==> src/rtl/instr_fetch_unit_pkg.sv <==
// Shared ISA definitions for the instruction fetch unit: opcodes, field extractors, FSM states.
// Optional predecode outputs are enabled with IFETCH_PREDECODE_EN.
package instr_fetch_unit_pkg;

  localparam int PC_W_DEF = 8;
  localparam int IW_DEF   = 32;

  localparam logic [4:0] OP_MOV  = 5'd1;
  localparam logic [4:0] OP_ADD  = 5'd2;
  localparam logic [4:0] OP_MUL  = 5'd4;
  localparam logic [4:0] OP_AND  = 5'd6;
  localparam logic [4:0] OP_NOT  = 5'd11;
  localparam logic [4:0] OP_HALT = 5'd31;

  typedef enum logic [2:0] {
    S_IDLE   = 3'd0,
    S_REQ    = 3'd1,
    S_WAIT   = 3'd2,
    S_ISSUE  = 3'd3,
    S_HALTED = 3'd4
  } ifu_state_e;

  function automatic logic [4:0] f_oper_type(input logic [31:0] ir);
    return ir[31:27];
  endfunction

  function automatic logic [4:0] f_rdst(input logic [31:0] ir);
    return ir[26:22];
  endfunction

  function automatic logic [4:0] f_rsrc1(input logic [31:0] ir);
    return ir[21:17];
  endfunction

  function automatic logic f_imm_mode(input logic [31:0] ir);
    return ir[16];
  endfunction

  function automatic logic [4:0] f_rsrc2(input logic [31:0] ir);
    return ir[15:11];
  endfunction

  function automatic logic [15:0] f_isrc(input logic [31:0] ir);
    return ir[15:0];
  endfunction

endpackage

==> src/rtl/instr_fetch_unit_if.sv <==
// Fetch unit bus: imem read port plus the ir valid/ready handshake toward the core.
// Predecode fields appear only when IFETCH_PREDECODE_EN is defined.
interface instr_fetch_unit_if #(
  parameter int PC_W = 8,
  parameter int IW   = 32
);
  logic            imem_en;
  logic [PC_W-1:0] imem_addr;
  logic [IW-1:0]   imem_rdata;
  logic [IW-1:0]   ir_out;
  logic            ir_valid;
  logic            ir_ready;
  logic [PC_W-1:0] pc_out;
`ifdef IFETCH_PREDECODE_EN
  logic [4:0]      oper_type;
  logic [4:0]      rdst;
  logic [4:0]      rsrc1;
  logic            imm_mode;
  logic [4:0]      rsrc2;
  logic [15:0]     isrc;
`endif

  modport master (
    input  imem_rdata, ir_ready,
    output imem_en, imem_addr, ir_out, ir_valid, pc_out
`ifdef IFETCH_PREDECODE_EN
    , output oper_type, rdst, rsrc1, imm_mode, rsrc2, isrc
`endif
  );

  modport slave (
    output imem_rdata, ir_ready,
    input  imem_en, imem_addr, ir_out, ir_valid, pc_out
`ifdef IFETCH_PREDECODE_EN
    , input oper_type, rdst, rsrc1, imm_mode, rsrc2, isrc
`endif
  );
endinterface

==> src/rtl/instr_fetch_unit_ir_field_split.sv <==
// Predecode register: splits the fetched word into ISA fields, loaded together with ir_out.
// Only built when IFETCH_PREDECODE_EN is defined.
`ifdef IFETCH_PREDECODE_EN
module ir_field_split
  import instr_fetch_unit_pkg::*;
(
  input  logic        clk_i,
  input  logic        rst_ni,
  input  logic        load_i,
  input  logic [31:0] ir_i,
  output logic [4:0]  oper_type_o,
  output logic [4:0]  rdst_o,
  output logic [4:0]  rsrc1_o,
  output logic        imm_mode_o,
  output logic [4:0]  rsrc2_o,
  output logic [15:0] isrc_o
);

  always_ff @(posedge clk_i or negedge rst_ni) begin
    if (!rst_ni) begin
      oper_type_o <= '0;
      rdst_o      <= '0;
      rsrc1_o     <= '0;
      imm_mode_o  <= 1'b0;
      rsrc2_o     <= '0;
      isrc_o      <= '0;
    end else if (load_i) begin
      oper_type_o <= f_oper_type(ir_i);
      rdst_o      <= f_rdst(ir_i);
      rsrc1_o     <= f_rsrc1(ir_i);
      imm_mode_o  <= f_imm_mode(ir_i);
      rsrc2_o     <= f_rsrc2(ir_i);
      isrc_o      <= f_isrc(ir_i);
    end
  end

endmodule
`endif

==> src/rtl/instr_fetch_unit.sv <==
// Instruction fetch sequencer: reads synchronous imem at pc and hands words to the core.
// IFETCH_PREDECODE_EN adds registered ISA field outputs on the bus interface.
//
// state   | meaning
// IDLE    | after reset, waiting for start
// REQ     | imem_en high, imem_addr = pc
// WAIT    | imem_rdata valid; captured into ir_out, pc advances
// ISSUE   | ir_valid high until the core takes the word
// HALTED  | HALT consumed, waiting for start
module instr_fetch_unit
  import instr_fetch_unit_pkg::*;
#(
  parameter int         PC_W    = PC_W_DEF,
  parameter int         IW      = IW_DEF,
  parameter logic [4:0] HALT_OP = OP_HALT
) (
  input  logic            clk_i,
  input  logic            rst_ni,
  input  logic            start_i,
  input  logic [PC_W-1:0] pc_init_i,
  input  logic            branch_en_i,
  input  logic [PC_W-1:0] branch_target_i,
  output logic            halted_o,
  instr_fetch_unit_if.master bus
);

  ifu_state_e      state_q;
  logic [PC_W-1:0] pc_q;
  logic [PC_W-1:0] pc_out_q;
  logic [IW-1:0]   ir_q;
  logic            imem_en_q;
  logic            ir_valid_q;
  logic            halted_q;
  logic [PC_W-1:0] pc_inc_d;
  logic            is_halt_d;

  assign pc_inc_d  = pc_q + PC_W'(1);
  assign is_halt_d = (f_oper_type(ir_q[31:0]) == HALT_OP);

  always_ff @(posedge clk_i or negedge rst_ni) begin
    if (!rst_ni) begin
      state_q    <= S_IDLE;
      pc_q       <= '0;
      pc_out_q   <= '0;
      ir_q       <= '0;
      imem_en_q  <= 1'b0;
      ir_valid_q <= 1'b0;
      halted_q   <= 1'b0;
    end else begin
      case (state_q)
        S_IDLE, S_HALTED: begin
          if (start_i) begin
            state_q   <= S_REQ;
            pc_q      <= pc_init_i;
            imem_en_q <= 1'b1;
            halted_q  <= 1'b0;
          end
        end
        S_REQ: begin
          // a redirect here just re-issues the read at the new address
          if (branch_en_i) begin
            pc_q      <= branch_target_i;
            imem_en_q <= 1'b1;
          end else begin
            state_q   <= S_WAIT;
            imem_en_q <= 1'b0;
          end
        end
        S_WAIT: begin
          if (branch_en_i) begin
            state_q   <= S_REQ;
            pc_q      <= branch_target_i;
            imem_en_q <= 1'b1;
          end else begin
            state_q    <= S_ISSUE;
            ir_q       <= bus.imem_rdata;
            pc_out_q   <= pc_q;
            pc_q       <= pc_inc_d;
            ir_valid_q <= 1'b1;
          end
        end
        S_ISSUE: begin
          // branch beats both a pending handshake and a HALT word
          if (branch_en_i) begin
            state_q    <= S_REQ;
            pc_q       <= branch_target_i;
            imem_en_q  <= 1'b1;
            ir_valid_q <= 1'b0;
          end else if (bus.ir_ready) begin
            ir_valid_q <= 1'b0;
            if (is_halt_d) begin
              state_q  <= S_HALTED;
              halted_q <= 1'b1;
            end else begin
              state_q   <= S_REQ;
              imem_en_q <= 1'b1;
            end
          end
        end
        default: begin
          state_q    <= S_IDLE;
          imem_en_q  <= 1'b0;
          ir_valid_q <= 1'b0;
        end
      endcase
    end
  end

  assign bus.imem_en   = imem_en_q;
  assign bus.imem_addr = pc_q;
  assign bus.ir_out    = ir_q;
  assign bus.ir_valid  = ir_valid_q;
  assign bus.pc_out    = pc_out_q;
  assign halted_o      = halted_q;

`ifdef IFETCH_PREDECODE_EN
  logic pd_load;
  assign pd_load = (state_q == S_WAIT) && !branch_en_i;

  ir_field_split u_ir_field_split (
    .clk_i       (clk_i),
    .rst_ni      (rst_ni),
    .load_i      (pd_load),
    .ir_i        (bus.imem_rdata[31:0]),
    .oper_type_o (bus.oper_type),
    .rdst_o      (bus.rdst),
    .rsrc1_o     (bus.rsrc1),
    .imm_mode_o  (bus.imm_mode),
    .rsrc2_o     (bus.rsrc2),
    .isrc_o      (bus.isrc)
  );
`endif

endmodule
==> src/flat_wrapper.sv <==
// flat-port wrapper written by rule: the top's interface ports become plain ports
module instr_fetch_unit_flat import instr_fetch_unit_pkg::*;
#(
  parameter int         PC_W    = PC_W_DEF,
  parameter int         IW      = IW_DEF,
  parameter logic [4:0] HALT_OP = OP_HALT
)
  (clk_i, rst_ni, start_i, pc_init_i, branch_en_i, branch_target_i, halted_o, bus_imem_rdata, bus_ir_ready, bus_imem_en, bus_imem_addr, bus_ir_out, bus_ir_valid, bus_pc_out);
  instr_fetch_unit_if #(.PC_W(PC_W), .IW(IW)) bus_i ();
  input  logic clk_i;
  input  logic rst_ni;
  input  logic start_i;
  input  logic [PC_W-1:0] pc_init_i;
  input  logic branch_en_i;
  input  logic [PC_W-1:0] branch_target_i;
  output logic halted_o;
  input wire logic [$bits(bus_i.imem_rdata)-1:0] bus_imem_rdata;
  input wire logic [$bits(bus_i.ir_ready)-1:0] bus_ir_ready;
  output wire logic [$bits(bus_i.imem_en)-1:0] bus_imem_en;
  output wire logic [$bits(bus_i.imem_addr)-1:0] bus_imem_addr;
  output wire logic [$bits(bus_i.ir_out)-1:0] bus_ir_out;
  output wire logic [$bits(bus_i.ir_valid)-1:0] bus_ir_valid;
  output wire logic [$bits(bus_i.pc_out)-1:0] bus_pc_out;
  assign bus_i.imem_rdata = bus_imem_rdata;
  assign bus_i.ir_ready = bus_ir_ready;
  assign bus_imem_en = bus_i.imem_en;
  assign bus_imem_addr = bus_i.imem_addr;
  assign bus_ir_out = bus_i.ir_out;
  assign bus_ir_valid = bus_i.ir_valid;
  assign bus_pc_out = bus_i.pc_out;
  instr_fetch_unit #(.PC_W(PC_W), .IW(IW), .HALT_OP(HALT_OP)) u_core (.clk_i(clk_i), .rst_ni(rst_ni), .start_i(start_i), .pc_init_i(pc_init_i), .branch_en_i(branch_en_i), .branch_target_i(branch_target_i), .halted_o(halted_o), .bus(bus_i));
endmodule
==> config.mk <==
export PLATFORM = sky130hd
export DESIGN_NAME = instr_fetch_unit_flat
export DESIGN_NICKNAME = d
export VERILOG_FILES = /design/src/rtl/instr_fetch_unit_pkg.sv /design/src/rtl/instr_fetch_unit_if.sv /design/src/rtl/instr_fetch_unit_ir_field_split.sv /design/src/rtl/instr_fetch_unit.sv /design/src/flat_wrapper.sv
export SDC_FILE = /design/constraint.sdc
export NUM_CORES = 1
export LEC_CHECK = 0
export ABC_CLOCK_PERIOD_IN_PS = 3100
export CAP_MARGIN = 10
export CORE_MARGIN = 2
export CORE_UTILIZATION = 48
export CTS_BUF_LIST = sky130_fd_sc_hd__clkbuf_2
export DETAILED_ROUTE_END_ITERATION = 7
export PLACE_DENSITY = 0.89
export SYNTH_ARGS = -nofsm -noshare
export SYNTH_HDL_FRONTEND = slang
export SYNTH_SLANG_ARGS = --single-unit
==> constraint.sdc <==
create_clock -name clk_i -period 3.1 [get_ports clk_i]
set_clock_uncertainty 0.15 [all_clocks]
set_input_delay 0.31 -clock clk_i [delete_from_list [all_inputs] [get_ports clk_i]]
set_output_delay 0.31 -clock clk_i [all_outputs]
set_load 0.005 [all_outputs]
==> key figures <==
Floorplanning
  • Core footprint: 5070 sq um
  • Die area: 5840 sq um
  • Chip Width: 76.4 um
  • Starting Density: 49.6%
  • Rows: 26
  • IO Pins: 104
  • Die height: 76.4 um

Yosys
  • Gate Count Post-Synth: 281
  • Synth cell types: 44
  • Synthesized cell area: 2520 sq um
  • Number of synthesis warnings: 0
  • #FFs+latches synth: 54
  • Avg Cell Area, Syn: 8.96 sq um
  • Dominant synthesized flop cell: dfrtp_1
  • Asr flop ratio synth: 100%
  • Register area share after synthesis: 53.7%
  • EDFF count, synth: 0
  • Mapped Nets: 335

Worst setup path
  • CP arrival: 2.39 ns
  • Crit path kind: reg2reg
  • R2r setup slk: 0.92 ns
  • Cells on worst reg2reg path: 4
  • CP Launch Point: u_core.state_q[0]
  • R2r endpoint: u_core.bus.imem_addr[6]
  • Crit. End Element: flop
  • CP Data Required Time: 3.31 ns
  • Crit-path max FO: 47
  • Beginning of the worst register-to-register path: u_core.state_q[0]
  • Startpoint types: flop

STA
  • Final Max Tran Viols: 0
  • Setup TNS: 0 ns
  • Fmax: 0.459 GHz
  • Final Critical Period: 2.18 ns
  • Fin worst setup slack: 0.922 ns
  • WHS: 0.188 ns
  • Final Hold Viols: 0
  • Unrepaired setup endpoints after global routing: false
  • Worst slew margin: 46.3%
  • Worst-Margin Slew: 0.803 ns
  • Final setup fails: 0
  • Final period util: 70.3%

Route
  • Remaining DRCs: 0
  • DR WL/cell: 14.2 um
  • DRT antenna net count: 0
  • DRT Wirelength: 6410 um
  • DR pass1 iterations: 5
  • Vias post-DR: 2333
  • DR iter-0 viols: 174
  • DR vias/cell: 5.18

Pwr
  • Pwr per Cell Area: 808 nW/um^2
  • Lkg Pwr: 1.65 nW
  • Maximum vdd drop: 0.000453 V

Global routing
  • Antenna violations before repair: 0
  • Overflow after GRT: 0
  • First-pass GRT wire length: 10400 um
  • Vias in the first global route: 2241
  • Total GRT Usage: 22.1%
  • Pin count of the biggest net entering global routing: 48

Placement
  • Pre-CTS WS: 0.740 ns
  • Placed Cells incl. Taps: 441
  • Placed inst area: 3540 sq um
  • Hpwl dp: 4730 um
  • I/O Buffers: 103
  • RePlAce Congestion: 0.860

Layout
  • FF/Latch Area: 1350 sq um
  • Filler Cell Count: 415
  • Nets: 433
  • Area Overhead vs Synth: 42.9%
  • Area of the multi-input gates: 1010 sq um
  • Design area: 3600 sq um
  • Antenna Cells: 0
  • Most common cell after layout, fill and taps aside: nand2_1
  • Share of cells above drive strength 1: 6.84%
  • Final Non-Filler Cells: 450
  • Most frequent cells in the layout: nand2_1 (114), clkdlybuf4s50_1 (102), dfrtp_1 (54), o21ai_0 (11), a21oi_1 (10)

CTS
  • CTS root buffer: clkbuf_2
  • Clock sink total: 54
  • TritonCTS clock tree: done
  • H-tree level count: 2
  • Worst skew pair latency: 0.44 ns
  • CTS Buf Count: 5
  • Worst-path clk slew: 0.28 ns
  • Worst-case clock buffer depth: 2
  • Cts repair resizes: 0

Job
  • Max_cap viols: 0

Worst hold path
  • Hold Path Class: in2async

Outcome
  • Status: complete, no violations
==> worst max-delay path, stage by stage, from the launching register on <==
cell and delay, ns:
dfrtp_1 0.64, or4b_4 0.85, a31oi_1 0.25, nor3_1 0.07, nor3_1 0.16
==> sequential cells by signal, indices dropped and copies added (netlist names) <==
signal / flops
u_core.bus.ir_out: 32
u_core.bus.imem_addr: 8
u_core.bus.pc_out: 8
u_core.state_q: 3
u_core.bus.imem_en: 1
u_core.bus.ir_valid: 1
u_core.halted_o: 1
==> per-layer routing <==
metal | share of wire [%] | vias to the layer above | global-route usage (%) | routed length, um
met5 | 0 | - | 0 | 0
met4 | 1.4 | 0 | 6.73 | 90
met3 | 5.6 | 12 | 4.74 | 361
met2 | 51 | 108 | 38.1 | 3270
met1 | 42 | 1096 | 27.9 | 2680
li1 | - | 1117 | - | -
==> layout make-up <==
type / instances / share of cell area [%]
sequential: 54 / 37.5
timing repair buffer: 109 / 29.8
multi-input combinational: 202 / 28.2
tap: 70 / 2.43
inverter: 7 / 0.730
clock buffer: 5 / 0.695
clock inverter: 3 / 0.591
==> cells by family (layout without fill, tap and decap cells) <==
kind of cell    Yosys count  in the layout  share of synthesized area [%]
simple gates            154            154                           27.0
flops                    54             54                           53.7
compound gates           44             44                           11.3
buf+inv                  25            124                           6.41
xor+xnor                  2              2                          0.696
fa+ha+maj                 1              1                          0.497
mux                       1              1                          0.397
==> cells in the mapped netlist (2+ instances only) <==
cell      instances  area share, %
o22ai_1           3           0.75
nand3_1           3           0.60
or2_2             2           0.50
nand2_1         114             17
a21oi_1          10            2.0
o21ai_0          11            2.2
nand4_1           4           0.99
xnor2_1           2           0.70
and4_1            3            1.0
and2_1            4           0.99
a31oi_1           2           0.50
inv_1             7            1.0
o21ai_2           4            1.4
dfrtp_1          54             54
buf_6             8            3.6
clkbuf_1          3           0.45
nor2_2            2           0.50
buf_2             6            1.2
o21bai_1          2           0.60
nor2_1            6           0.89
nor3_1            7            1.4
nor2b_1           2           0.50
==> stage by stage <==
stage	power (mW)	utilization, %
6_report	2.91	70.9
5_1_grt	3.11	70.9
4_1_cts	2.93	70.9
3_5_place_dp	2.65	69.8
3_3_place_gp	2.60	69.8
2_1_floorplan	1.80	-
==> power by group <==
part           total (mW)  leakage (nW)  switching (mW)  internal, mW
registers            1.30         0.665           0.280          1.02
logic                1.33         0.961           0.514         0.816
clock network       0.275        0.0289           0.219        0.0557
==> worst max-delay path by stage <==
stage,to,slack (ns),cells past startpoint
2_1_floorplan,u_core.bus.imem_addr[7],1.44,6
3_3_place_gp,u_core.bus.imem_addr[6],0.75,6
3_5_place_dp,u_core.bus.imem_addr[6],0.74,6
4_1_cts,u_core.bus.imem_addr[6],0.94,4
5_1_grt,u_core.bus.imem_addr[3],0.80,4
6_report,u_core.bus.imem_addr[6],0.92,4
==> timing repair <==
item / CTS / global route
buffers inserted: 0 / 0
hold buffers: 1 / 0
endpoints found under the setup margin: 0 / 0
hold endpoints to repair: 22 / 0
Note: power is estimated with default switching activity, not from simulation.
==> variant, RTL diff (same settings) <==
Re-encode `ifu_state_e` (5 states) as one-hot, 5 bits wide.
--- a/src/rtl/instr_fetch_unit_pkg.sv
+++ b/src/rtl/instr_fetch_unit_pkg.sv
@@ -12,12 +12,12 @@
   localparam logic [4:0] OP_NOT  = 5'd11;
   localparam logic [4:0] OP_HALT = 5'd31;
 
-  typedef enum logic [2:0] {
-    S_IDLE   = 3'd0,
-    S_REQ    = 3'd1,
-    S_WAIT   = 3'd2,
-    S_ISSUE  = 3'd3,
-    S_HALTED = 3'd4
+  typedef enum logic [4:0] {
+    S_IDLE   = 5'b00001,
+    S_REQ    = 5'b00010,
+    S_WAIT   = 5'b00100,
+    S_ISSUE  = 5'b01000,
+    S_HALTED = 5'b10000
   } ifu_state_e;
 
   function automatic logic [4:0] f_oper_type(input logic [31:0] ir);
Function: same outputs for any inputs over 10 cycles, from zero or initial values and one cycle with rst_ni low; not proved beyond that.
==> variant against the original RTL <==
Sequential cell count grew 2. Final area grew 6.5%. Critical path depth grew 1. Wire length grew 7.3%. Setup slack lost 0.49 ns. First-iteration DRC count shrank 1.7%. Sequential share of layout area shrank 0.95 points. Area after synthesis grew 5.9%. Power grew 8.0%. Synthesized cell count grew 10%. Critical path type unchanged. Largest cell class unchanged.
==> variant: results (changes against the original RTL) <==
| Metric | Value |
|---|---|
| Status | finished, final reports clean |
| Port-buffer cells | 103 (unchanged) |
| Worst R2R End | u_core.bus.imem_addr[7] |
| Worst slack at placement | 0.5155 ns (-0.2248 ns) |
| Slowest stage delay, CP | 0.65 ns (-0.20 ns) |
| Post-synthesis cell type count | 46 (+4.5%) |
| GRT Overall Usage | 0.2308 (+0.009797) |
| Hold/Removal Path Class | primary input to flop |
| DPL Wire Length | 4.938 mm (+4.5%) |
| Skew-Pair Late Insertion Delay | between 0.4 and 0.5 ns |
| Met1 Track Usage GR | 0.2895 (+0.01050) |
| Worst EP arrival | 2.90 ns (+0.51 ns) |
| Crit path max-delay family | simple AND/OR/NAND/NOR gates |
| Initial antenna violation count | 0 (unchanged) |
| Initial drt markers | 171 (-1.7%) |
| GPL Wtd Cong | 0.8989 (+4.5%) |
| Sequential area share after synthesis | 0.5260 (-0.01047) |
| Adder and majority cell fraction of the synthesized area | 0.004693 (-0.0002751) |
| Hold Path Stages | 3 |
| Peak supply drop | 0.5189 mV (+15%) |
| Mux contribution to synthesized area | 0 (-0.003974) |
| GR Util met3 | 0.05862 (+0.01123) |
| Via count | 2569 (+10%) |
| WHS | 0.1958 ns (+0.007420 ns) |
| Post-synthesis compound-gate area fraction | 0.1272 (+0.01391) |
| Routed WL | 6.874 mm (+7.3%) |
| Reg2Reg Setup Slack | 0.43 ns (-0.49 ns) |
| Slew @ Worst Pin | 1.027 ns (+0.2249 ns) |
| Critical-path maximum fanout | 28 (-40%) |
| # fillers | 408 (-1.7%) |
| Post-synthesis xor/xnor area fraction | 0.01314 (+0.006185) |
| Top cells by count, synth | nand2_1 (127), dfrtp_1 (55), nor2_1 (16) |
| NetSw | 0.001123 W (+11%) |
| Cells on worst reg2reg path | 5 (+1) |
| Pleak | 1.749 nW (+5.7%) |
| Post-synth net total | 363 (+8.4%) |
| Global Route met2 Usage | 0.3803 (-0.001074) |
| Clock Pin Slew Worst Setup and Hold Paths | around 0.27 ns |
| Layout cell share with drive strength beyond 1 | 0.06846 (about the same) |
| Vias in the first global route | 2426 (+8.3%) |
| CP max-delay cell | dfrtp_1 |
| Largest net degree at the start of global routing | 48 (unchanged) |
| First-pass GRT wire length | 11.33 mm (+9.2%) |
| Synth warnings | 0 (unchanged) |
| Start of the worst register-to-register path | u_core.state_q[2] |
| Synth area leaders | dfrtp_1 (52%), nand2_1 (18%), o31ai_2 (2.3%) |
| Final nets | 462 (+6.7%) |
==> variant: area by class of cell <==
| class | instances | area, µm² | area share |
|---|---|---|---|
| flip-flops and latches | 56 | 1403 | 0.3659 |
| repair buffers | 109 | 1074 | 0.2800 |
| clock buffers | 6 | 30.03 | 0.007833 |
| well taps | 72 | 90.09 | 0.02350 |
| clock inverters | 2 | 35.03 | 0.009138 |
| inverters | 6 | 22.52 | 0.005875 |
| multi-input cells | 230 | 1180 | 0.3078 |
==> variant: stage by stage <==
| step | std cells | power [W] | cell area, µm² |
|---|---|---|---|
| 6_report | 481 | 0.003141 | 3834 |
| 2_1_floorplan | 309 | 0.001947 | 2666 |
| 3_5_place_dp | 472 | 0.002794 | 3759 |
| 3_3_place_gp | 472 | 0.002725 | 3759 |
| 5_1_grt | 481 | 0.003372 | 3834 |
| 4_1_cts | 481 | 0.003160 | 3834 |
==> variant: worst max-delay path by stage <==
stage,from,slack [ns],end
after floorplan,u_core.state_q[4],0.99,u_core.bus.imem_addr[7]
after global placement,u_core.state_q[4],0.61,u_core.bus.imem_addr[7]
after detailed placement,u_core.state_q[2],0.52,u_core.bus.imem_addr[7]
after CTS,u_core.state_q[2],0.46,u_core.bus.imem_addr[7]
after global routing,u_core.state_q[2],0.34,u_core.bus.imem_addr[7]
final,u_core.state_q[2],0.43,u_core.bus.imem_addr[7]
==> variant: cell families after synthesis <==
| kind of cell | Yosys count |
|---|---|
| AOI/OAI and AO/OA | 47 |
| xor gates and xnor gates | 4 |
| adders and majority gates | 1 |
| buffers and inverters | 23 |
| DFF | 56 |
| and+or+nand+nor | 178 |
==> variant: worst min-delay path, delay by kind of cell <==
| kind | cells | cell delay [ns] |
|---|---|---|
| simple gates | 2 | 0.10 |
| buf+inv | 1 | 0.39 |
==> variant: timing repair <==
item / 4_1_cts / 5_1_grt
endpoints found under the hold margin: 45 / 0
setup buffers: 0 / 0
hold buffers: 1 / 0
==> variant: power groups by stage <==
stage	clock, W	sequential (W)	combinational [W]
global placement	0	0.00132	0.00141
finish	0.000363	0.00133	0.00145
detailed placement	0	0.00134	0.00145
floorplan	0	0.00128	0.000668
global route	0.000399	0.00138	0.00160
CTS	0.000374	0.00132	0.00146
==> variant: routing by layer <==
metal  share of wire  wire (µm)
met1            0.41       2845
met2            0.49       3335
met3           0.072        492
met4           0.029        201
met5               0          0
